<file path="src/rtl/matmul_pkg.sv">
// Shared definitions for the matmul result path: result-BRAM geometry helpers
// and the drain FSM state encoding.
package matmul_pkg;

    typedef enum logic [1:0] {
        IDLE   = 2'd0,
        READ   = 2'd1,
        DRAIN  = 2'd2,
        FINISH = 2'd3
    } stream_state_t;

    function automatic int calc_num_words(input int w_outer, input int chunk, input int i_outer);
        return (w_outer / chunk) * i_outer;
    endfunction

    // A single-word BRAM still needs a one-bit address port.
    function automatic int calc_addr_width(input int num_words);
        return ($clog2(num_words) < 1) ? 1 : $clog2(num_words);
    endfunction

endpackage

</file>
<file path="src/rtl/stream_fifo2.sv">
// Two-entry register FIFO feeding the result stream; the caller guarantees it
// never pushes into a full FIFO nor pops an empty one.
module stream_fifo2 #(
    parameter int DW = 64
) (
    input  logic          clk,
    input  logic          rst_n,
    input  logic          i_push,
    input  logic [DW-1:0] i_data,
    input  logic          i_pop,
    output logic [DW-1:0] o_data,
    output logic [1:0]    o_count
);

    logic [DW-1:0] r_mem [2];
    logic          r_wptr;
    logic          r_rptr;
    logic [1:0]    r_count;

    always_ff @(posedge clk or negedge rst_n) begin
        if (!rst_n) begin
            r_mem[0] <= '0;
            r_mem[1] <= '0;
            r_wptr   <= 1'b0;
            r_rptr   <= 1'b0;
            r_count  <= 2'd0;
        end else begin
            if (i_push) begin
                r_mem[r_wptr] <= i_data;
                r_wptr        <= ~r_wptr;
            end
            if (i_pop) begin
                r_rptr <= ~r_rptr;
            end
            case ({i_push, i_pop})
                2'b10:   r_count <= r_count + 2'd1;
                2'b01:   r_count <= r_count - 2'd1;
                default: r_count <= r_count;
            endcase
        end
    end

    assign o_data  = r_mem[r_rptr];
    assign o_count = r_count;

endmodule

</file>
<file path="src/rtl/result_streamer.sv">
// Drains the matmul result BRAM in address order onto an AXI-Stream style
// output, throttling reads so the 2-entry output FIFO can absorb any stall.
module result_streamer
    import matmul_pkg::*;
#(
    parameter int WIDTH              = 16,
    parameter int FRAC_WIDTH         = 8,
    parameter int CHUNK_SIZE         = 4,
    parameter int W_OUTER_DIMENSION  = 64,
    parameter int I_OUTER_DIMENSION  = 2754,
    localparam int NUM_WORDS  = calc_num_words(W_OUTER_DIMENSION, CHUNK_SIZE, I_OUTER_DIMENSION),
    localparam int ADDR_WIDTH = calc_addr_width(NUM_WORDS)
) (
    input  logic                        clk,
    input  logic                        rst_n,
    input  logic                        start,
    output logic                        busy,
    output logic                        done,
    output logic                        out_en,
    output logic [ADDR_WIDTH-1:0]       out_addr,
    input  logic [WIDTH*CHUNK_SIZE-1:0] out_dout,
    output logic [WIDTH*CHUNK_SIZE-1:0] m_tdata,
    output logic                        m_tvalid,
    input  logic                        m_tready,
    output logic                        m_tlast
);

    localparam int DW = WIDTH * CHUNK_SIZE;
    localparam logic [ADDR_WIDTH-1:0] LAST_ADDR = ADDR_WIDTH'(NUM_WORDS - 1);

    if (FRAC_WIDTH >= WIDTH) begin : g_frac_check
        $error("result_streamer: FRAC_WIDTH must be smaller than WIDTH");
    end

    stream_state_t         r_state;
    stream_state_t         w_next;
    logic [ADDR_WIDTH-1:0] r_addr;
    logic [ADDR_WIDTH-1:0] r_out_cnt;
    logic                  r_rd_pend;
    logic [1:0]            w_occ;
    logic [2:0]            w_commit;
    logic                  w_pop;
    logic                  w_start_ok;

    assign w_pop      = m_tvalid & m_tready;
    assign w_start_ok = (r_state == IDLE) & start;
    // Words that will still be held after this edge; a read issued now lands
    // two edges later, so counting the concurrent pop keeps 1 word/cycle.
    assign w_commit   = {1'b0, w_occ} + {2'b00, r_rd_pend} - {2'b00, w_pop};

    always_comb begin
        w_next = r_state;
        busy   = 1'b1;
        done   = 1'b0;
        out_en = 1'b0;
        case (r_state)
            IDLE: begin
                busy = 1'b0;
                if (start) w_next = READ;
            end
            READ: begin
                out_en = (w_commit < 3'd2);
                if (out_en && (r_addr == LAST_ADDR)) w_next = DRAIN;
            end
            DRAIN: begin
                if (w_pop && (r_out_cnt == LAST_ADDR)) w_next = FINISH;
            end
            FINISH: begin
                done   = 1'b1;
                w_next = IDLE;
            end
            default: w_next = IDLE;
        endcase
    end

    always_ff @(posedge clk or negedge rst_n) begin
        if (!rst_n) begin
            r_state   <= IDLE;
            r_addr    <= '0;
            r_out_cnt <= '0;
            r_rd_pend <= 1'b0;
        end else begin
            r_state   <= w_next;
            r_rd_pend <= out_en;
            if (w_start_ok) begin
                r_addr <= '0;
            end else if (out_en && (r_addr != LAST_ADDR)) begin
                r_addr <= r_addr + 1'b1;
            end
            if (w_start_ok) begin
                r_out_cnt <= '0;
            end else if (w_pop && (r_out_cnt != LAST_ADDR)) begin
                r_out_cnt <= r_out_cnt + 1'b1;
            end
        end
    end

    // BRAM data is valid the cycle after out_en, so the registered read flag is the push.
    stream_fifo2 #(
        .DW(DW)
    ) u_fifo (
        .clk    (clk),
        .rst_n  (rst_n),
        .i_push (r_rd_pend),
        .i_data (out_dout),
        .i_pop  (w_pop),
        .o_data (m_tdata),
        .o_count(w_occ)
    );

    assign out_addr = r_addr;
    assign m_tvalid = (w_occ != 2'd0);
    assign m_tlast  = m_tvalid & (r_out_cnt == LAST_ADDR);

endmodule

</file>
<file path="config.mk">
export PLATFORM = sky130hd
export DESIGN_NAME = result_streamer
export DESIGN_NICKNAME = d
export VERILOG_FILES = /design/src/rtl/matmul_pkg.sv /design/src/rtl/stream_fifo2.sv /design/src/rtl/result_streamer.sv
export SDC_FILE = /design/constraint.sdc
export NUM_CORES = 1
export LEC_CHECK = 0
export CAP_MARGIN = 20
export CORE_MARGIN = 3
export CORE_UTILIZATION = 55
export DETAILED_ROUTE_END_ITERATION = 6
export PLACE_DENSITY = 0.85
export SETUP_SLACK_MARGIN = 0.15
export SYNTH_ARGS = -nofsm -noshare
export SYNTH_HDL_FRONTEND = slang
export SYNTH_SLANG_ARGS = --single-unit
</file>
<file path="constraint.sdc">
create_clock -name clk -period 7.2 [get_ports clk]
set_input_delay 0.72 -clock clk [delete_from_list [all_inputs] [get_ports clk]]
set_output_delay 0.72 -clock clk [all_outputs]
set_load 0.02 [all_outputs]
</file>
==> results of run 1 <==
## through the flow
stage / util [%] / area (µm²) / total power [µW] / cells / worst slack, ns
2_1_floorplan: - / 7600 / 3030 / 557 / 3.98
3_3_place_gp: 69.3 / 9280 / 3840 / 866 / 2.40
3_5_place_dp: 69.3 / 9280 / 3950 / 866 / 2.31
4_1_cts: 73.5 / 9850 / 4840 / 898 / 2.30
5_1_grt: 73.5 / 9850 / 5060 / 898 / 1.96
6_report: 73.5 / 9850 / 4790 / 898 / 2.29
## registers in the layout, summed over array words and instances (netlist names)
| name | flops |
|---|---|
| r_state | 2 |
| out_addr | 16 |
| u_fifo.o_count | 2 |
| u_fifo.r_rptr | 1 |
| u_fifo.r_wptr | 1 |
| u_fifo.r_mem | 128 |
| r_rd_pend | 1 |
| r_out_cnt | 16 |
## critical path, stage by stage
cell and delay (ns):
clkdlybuf4s50_1 0.42, o21ai_2 0.14, clkinv_1 0.33, ha_1 0.36, nand2b_1 0.15, fa_1 0.38, xnor2_1 0.22, nor2b_1 0.71
clkdlybuf4s50_1 0.75
## cell families (layout without fill, tap and decap cells)
group,after synthesis,after routing
XOR/XNOR,34,34
AND/OR/NAND/NOR,112,112
multiplexers,194,194
adder cells (fa/ha/maj),10,10
flip-flops,167,167
buffers and inverters,31,196
AO/OA/AOI/OAI,9,9
## per-layer routing
layer / GRT usage (%) / up-vias
met5: 0 / -
met4: 7.54 / 0
met3: 5.58 / 21
met2: 38.4 / 135
met1: 28.2 / 2540
li1: - / 2285
## path summary, 6_finish.rpt
kind                       depth (start not counted)                     startpoint                      endpoint  slack, ns
setup / recovery                                   9                       m_tready                        out_en       2.29
hold / removal                                     1                          rst_n  u_fifo.r_mem[41]$_DFFE_PN0P_       0.38
setup reg to reg                                  10  u_fifo.o_count[0]$_DFFE_PN0P_       out_addr[8]$_DFFE_PN0P_       3.66
hold reg to reg                                    1   u_fifo.r_mem[57]$_DFFE_PN0P_  u_fifo.r_mem[57]$_DFFE_PN0P_       0.50
max in group asynchronous                          2                          rst_n     u_fifo.r_rptr$_DFFE_PN0P_       5.36
min in group clk                                   1   u_fifo.r_mem[57]$_DFFE_PN0P_  u_fifo.r_mem[57]$_DFFE_PN0P_       0.50
## final cells by class
cell class,count,area share (%)
Multi-Input combinational cell,359,33.5
Tap cell,176,2.24
Inverter,7,0.267
Clock inverter,8,0.724
Timing Repair Buffer,157,15.8
Clock buffer,24,4.99
Sequential cell,167,42.5
## where the power goes
group          switching, µW  total, µW  internal (µW)
clock network            347        857            510
logic                   1040       2310           1260
registers                263       1630           1360
## cells in the mapped netlist, drive strengths merged
cell    number  area [µm²]
nor4b        1        15.0
dfrtp      167        4180
fa           1        20.0
nor3         6        30.0
a221oi       1        15.0
clkinv       1        3.75
or2          1        6.26
o21ai        1        8.76
nor4         2        33.8
inv          6        22.5
clkbuf      13        48.8
and3         8        50.1
a22oi        1        7.51
nand2       15        56.3
nand3       22         110
a21oi        3        15.0
a21boi       1        7.51
and4bb       2        25.0
and4         5        43.8
buf         11        55.1
nand2b       1        6.26
a31oi        1        6.26
nand4       11        75.1
ha           9         113
nor2b        2        12.5
xor2        27         236
mux2       194        2190
xnor2        7        61.3
nor2        36         138
o31ai        1        7.51
==> results_dict.tcl, run 1 <==
set metrics [dict create \
    status "finished, final reports clean" \
    start_util_pct 56.7 \
    die_area_mm2 0.0153 \
    grt.total_usage_pct 22.5 \
    synth_compound_area_share_pct 0.889 \
    clock_path_buffers 2 \
    critPathMaxFanout 12 \
    power.density_mw_per_mm2 487 \
    period_share_pct 68.2 \
    final_common_cell "mux2_2" \
    dr_wl_met2_um 8480 \
    crit_arrival_ns 4.19 \
    cp-end-kind "output port" \
    dr.pass1.iters 4 \
    clock-sinks 167 \
    grt_overflow 0 \
    die_y_um 124 \
    clk_pin_slew_ns 0.06 \
    synth-seq-cells 167 \
    timing.setup.tns_ns 0 \
    dp_hpwl_um 11200 \
    postCtsSetupRepairBufs 0 \
    grt_max_degree 96 \
    netlist-cell-type-count 34 \
    hold_slack_ns 0.384 \
    rows 42 \
    yosys_warnings 0 \
    clock_latency_ns 0.42 \
    route.detailed.drc 0 \
    required_ns 6.48 \
    hold_viol 0 \
    numCtsBuffers 17 \
    num_io_pins 153 \
    ctsResizeCount 0 \
    antenna_found_initial 0 \
    die_w_um 124 \
    cap_violations 0 \
    worst_pin_slew_ns 0.896 \
    top_layer "met4" \
    fmax_mhz 204 \
    initialDrtViolationCount 253 \
    grt_pass1_vias 5353 \
    hp-class "in2async" \
    num-fill-cells 887 \
    wl_met3_um 950 \
    grt_pass1_wl_um 26800 \
    wl_per_cell_um 18.4 \
    wl_met1_um 6790 \
    multi_input_area_mm2 0.00330 \
    drive_gt1_share_pct 33.4 \
    syn_area_per_cell_um2 13.6 \
    worst_slew_margin_rel_pct 40.3 \
    synthAdderAreaFrac_pct 1.75 \
    seq_area_frac_synth_pct 55.0 \
    syn_area_mm2 0.00760 \
    seqCellArea_mm2 0.00418 \
    final_cell_mix "193 x mux2_2, 166 x dfrtp_1, 151 x clkdlybuf4s50_1, 35 x nor2_1, 27 x xor2_1" \
    cts_tree "yes" \
    root_buffer "clkbuf_16" \
    grt_setup_unrepaired "no" \
    synth_simple_gate_area_share_pct 7.92 \
    io_buffers 152 \
    nNetsFinal 787 \
    finalSetupViolCount 0 \
    htreeDepth 4 \
    drt-total-wl_um 16500 \
    num_antenna_cells 0 \
    p_leak_uw 0.00416 \
    synthXorXnorAreaFrac_pct 3.92 \
    syn_nets 635 \
    ant_nets 0 \
    synthCells 557 \
    fin_skew_ns 0.00834 \
    syn_to_final_growth_pct 29.6 \
    worstSetupPathType "in2out" \
    start_kind "input pin" \
    gp_congestion 0.853 \
    finalMaxSlewViolations 0 \
    cts.hold.buffers_added 0 \
    irDropWorstVdd_mv 0.312 \
    synth_top_family_by_area "multiplexers" \
    core_area_mm2 0.0134 \
    min_period_ns 4.91 \
    viasPerCell 5.55 \
    vias 4981 \
    synthMuxAreaShare_pct 28.8 \
]
Note: power is estimated with default switching activity, not from simulation.
==> run 2, diff against run 1 <==
--- a/config.mk
+++ b/config.mk
@@ -7,9 +7,9 @@
 export LEC_CHECK = 0
 export CAP_MARGIN = 20
 export CORE_MARGIN = 3
-export CORE_UTILIZATION = 55
+export CORE_UTILIZATION = 52
 export DETAILED_ROUTE_END_ITERATION = 6
-export PLACE_DENSITY = 0.85
+export PLACE_DENSITY = 0.81
 export SETUP_SLACK_MARGIN = 0.15
 export SYNTH_ARGS = -nofsm -noshare
 export SYNTH_HDL_FRONTEND = slang
==> constraint.sdc (replaced) <==
create_clock -name clk -period 4.7 [get_ports clk]
set_input_delay 0.47 -clock clk [delete_from_list [all_inputs] [get_ports clk]]
set_output_delay 0.47 -clock clk [all_outputs]
set_load 0.02 [all_outputs]
==> run 2 against run 1 <==
Compared with the run above: global-route usage shrank 0.76 points; register-to-register slack got worse by 2.3 ns; die area up 5.5%; hold slack improved by 0.094 ns; clock power grew 86%; sequential share of layout area down 0.77 points; largest cell class unchanged; largest power group unchanged.
==> results_dict.tcl, run 2 (synthesis gave the netlist of run 1 again) <==
set metrics [dict create \
    max_stage_delay_ns 0.62 \
    largest_reg_flops 128 \
    crit_arrival_ns 3.59 \
    grt_overflow 0 \
    p_leak_uw 0.00424 \
    die_area_mm2 0.0161 \
    cp-end-kind "output port" \
    clk_pin_slew_ns 0.06 \
    num_antenna_cells 0 \
    clock_latency_ns 0.42 \
    final_util_pct 71.1 \
    rows 43 \
    hold_viol 0 \
    io_buffers 152 \
    core_area_mm2 0.0141 \
    gp_congestion 0.830 \
    htreeDepth 4 \
    drive_gt1_share_pct 34.2 \
    syn_to_final_growth_pct 32.0 \
    cts_tree "yes" \
    start_kind "flop" \
    fin_cells 906 \
    fmax_mhz 247 \
    final_common_cell "mux2_2" \
    clock_path_buffers 2 \
    worst_pin_slew_ns 0.912 \
    ant_nets 0 \
    antenna_found_initial 0 \
    grt_setup_unrepaired "no" \
    critPathMaxFanout 12 \
    required_ns 4.23 \
    viasPerCell 5.54 \
    grt_pass1_wl_um 27800 \
    finalMaxSlewViolations 0 \
    die_y_um 127 \
    grt_max_degree 125 \
    power.density_mw_per_mm2 761 \
    hp-class "in2async" \
    period_share_pct 86.3 \
    nNetsFinal 792 \
    status "finished, final reports clean" \
    path_cells "o21ai_2 > clkinv_1 > ha_1 > nand2b_1 > fa_1 > xnor2_1 > nor2b_1 > buf_4 > clkdlybuf4s50_1" \
    worstSetupPathType "reg2out" \
    grt_pass1_vias 5450 \
    timing.setup.tns_ns 0 \
    place_inst 873 \
    worst_slew_margin_rel_pct 39.1 \
    clock-sinks 167 \
    initialDrtViolationCount 288 \
    start_util_pct 53.9 \
    ctsResizeCount 0 \
    wl_per_cell_um 18.6 \
    vias 5019 \
    dp_hpwl_um 11300 \
    dr.pass1.iters 4 \
    final_cell_mix "193 x mux2_2, 166 x dfrtp_1, 151 x clkdlybuf4s50_1, 34 x nor2_1, 27 x xor2_1" \
    drt-total-wl_um 16900 \
    fin_skew_ns 0.00734 \
    die_w_um 127 \
    irDropWorstVdd_mv 0.318 \
    root_buffer "clkbuf_16" \
    route.detailed.drc 0 \
    hold_slack_ns 0.478 \
    finalSetupViolCount 0 \
    total_power_uw 7630 \
    num_io_pins 153 \
    cap_violations 0 \
    slowest_stage "clkdlybuf4s50_1" \
    grt.total_usage_pct 21.8 \
    regMostFlops "u_fifo.r_mem" \
    numCtsBuffers 17 \
    min_period_ns 4.06 \
]
==> run 2: changes by cell type in the layout (fill, tap and decap cells not counted), moves of 2 or more <==
cell	change
clkbuf_1	-3
bufinv_16	+5
clkinv_4	+2
buf_4	+3
clkinv_2	-3
clkbuf_8	-2
==> run 2: worst paths after layout <==
kind / endpoint / cells past startpoint / from / slack (ns)
setup / recovery: out_en / 9 / u_fifo.o_count[1]$_DFFE_PN0P_ / 0.64
hold / removal: u_fifo.r_mem[97]$_DFFE_PN0P_ / 2 / rst_n / 0.48
setup reg to reg: out_addr[9]$_DFFE_PN0P_ / 10 / u_fifo.o_count[1]$_DFFE_PN0P_ / 1.34
hold reg to reg: u_fifo.r_mem[41]$_DFFE_PN0P_ / 1 / u_fifo.r_mem[41]$_DFFE_PN0P_ / 0.50
max in group asynchronous: u_fifo.r_mem[18]$_DFFE_PN0P_ / 4 / rst_n / 2.87
min in group clk: u_fifo.r_mem[41]$_DFFE_PN0P_ / 1 / u_fifo.r_mem[41]$_DFFE_PN0P_ / 0.50
==> run 2: critical path, delay by kind of cell (launching register included) <==
kind                     cells  cell delay [ns]
XOR/XNOR                     1             0.20
adder cells (fa/ha/maj)      2             0.75
AND/OR/NAND/NOR              2             0.30
AO/OA/AOI/OAI                1             0.31
flip-flops                   1             0.46
buffers and inverters        3             1.14
==> run 2: timing repair <==
action | CTS | global route
setup buffers | 0 | 0
hold buffers | 0 | 1
hold endpoints to repair | 0 | 23
==> run 2: power breakdown <==
part           internal [µW]  switching, µW  total, µW
sequential              2090            407       2490
combinational           1960           1590       3550
clock                   1020            563       1590
total                   5070           2560       7630
==> run 2: per-layer routing <==
metal  wire (µm)  global-route usage [%]
met5           0                       0
met4         192                    6.44
met3         903                    5.68
met2        8430                    36.1
met1        7360                    28.4
==> run 2: cell type report <==
class / instances / area, µm²
clock buffer: 19 / 453
sequential: 167 / 4180
inverter: 7 / 26.3
multi-input combinational: 359 / 3300
fill: 940 / 4070
clock inverter: 12 / 224
tap: 180 / 225
timing repair buffer: 162 / 1620
==> run 2: metrics by stage <==
| step | setup slack [ns] | area [µm²] |
|---|---|---|
| after global placement | 0.852 | 9310 |
| final | 0.644 | 10000 |
| after detailed placement | 0.805 | 9310 |
| after global routing | 0.357 | 10000 |
| after CTS | 0.608 | 9990 |
| after floorplan | 1.81 | 7600 |
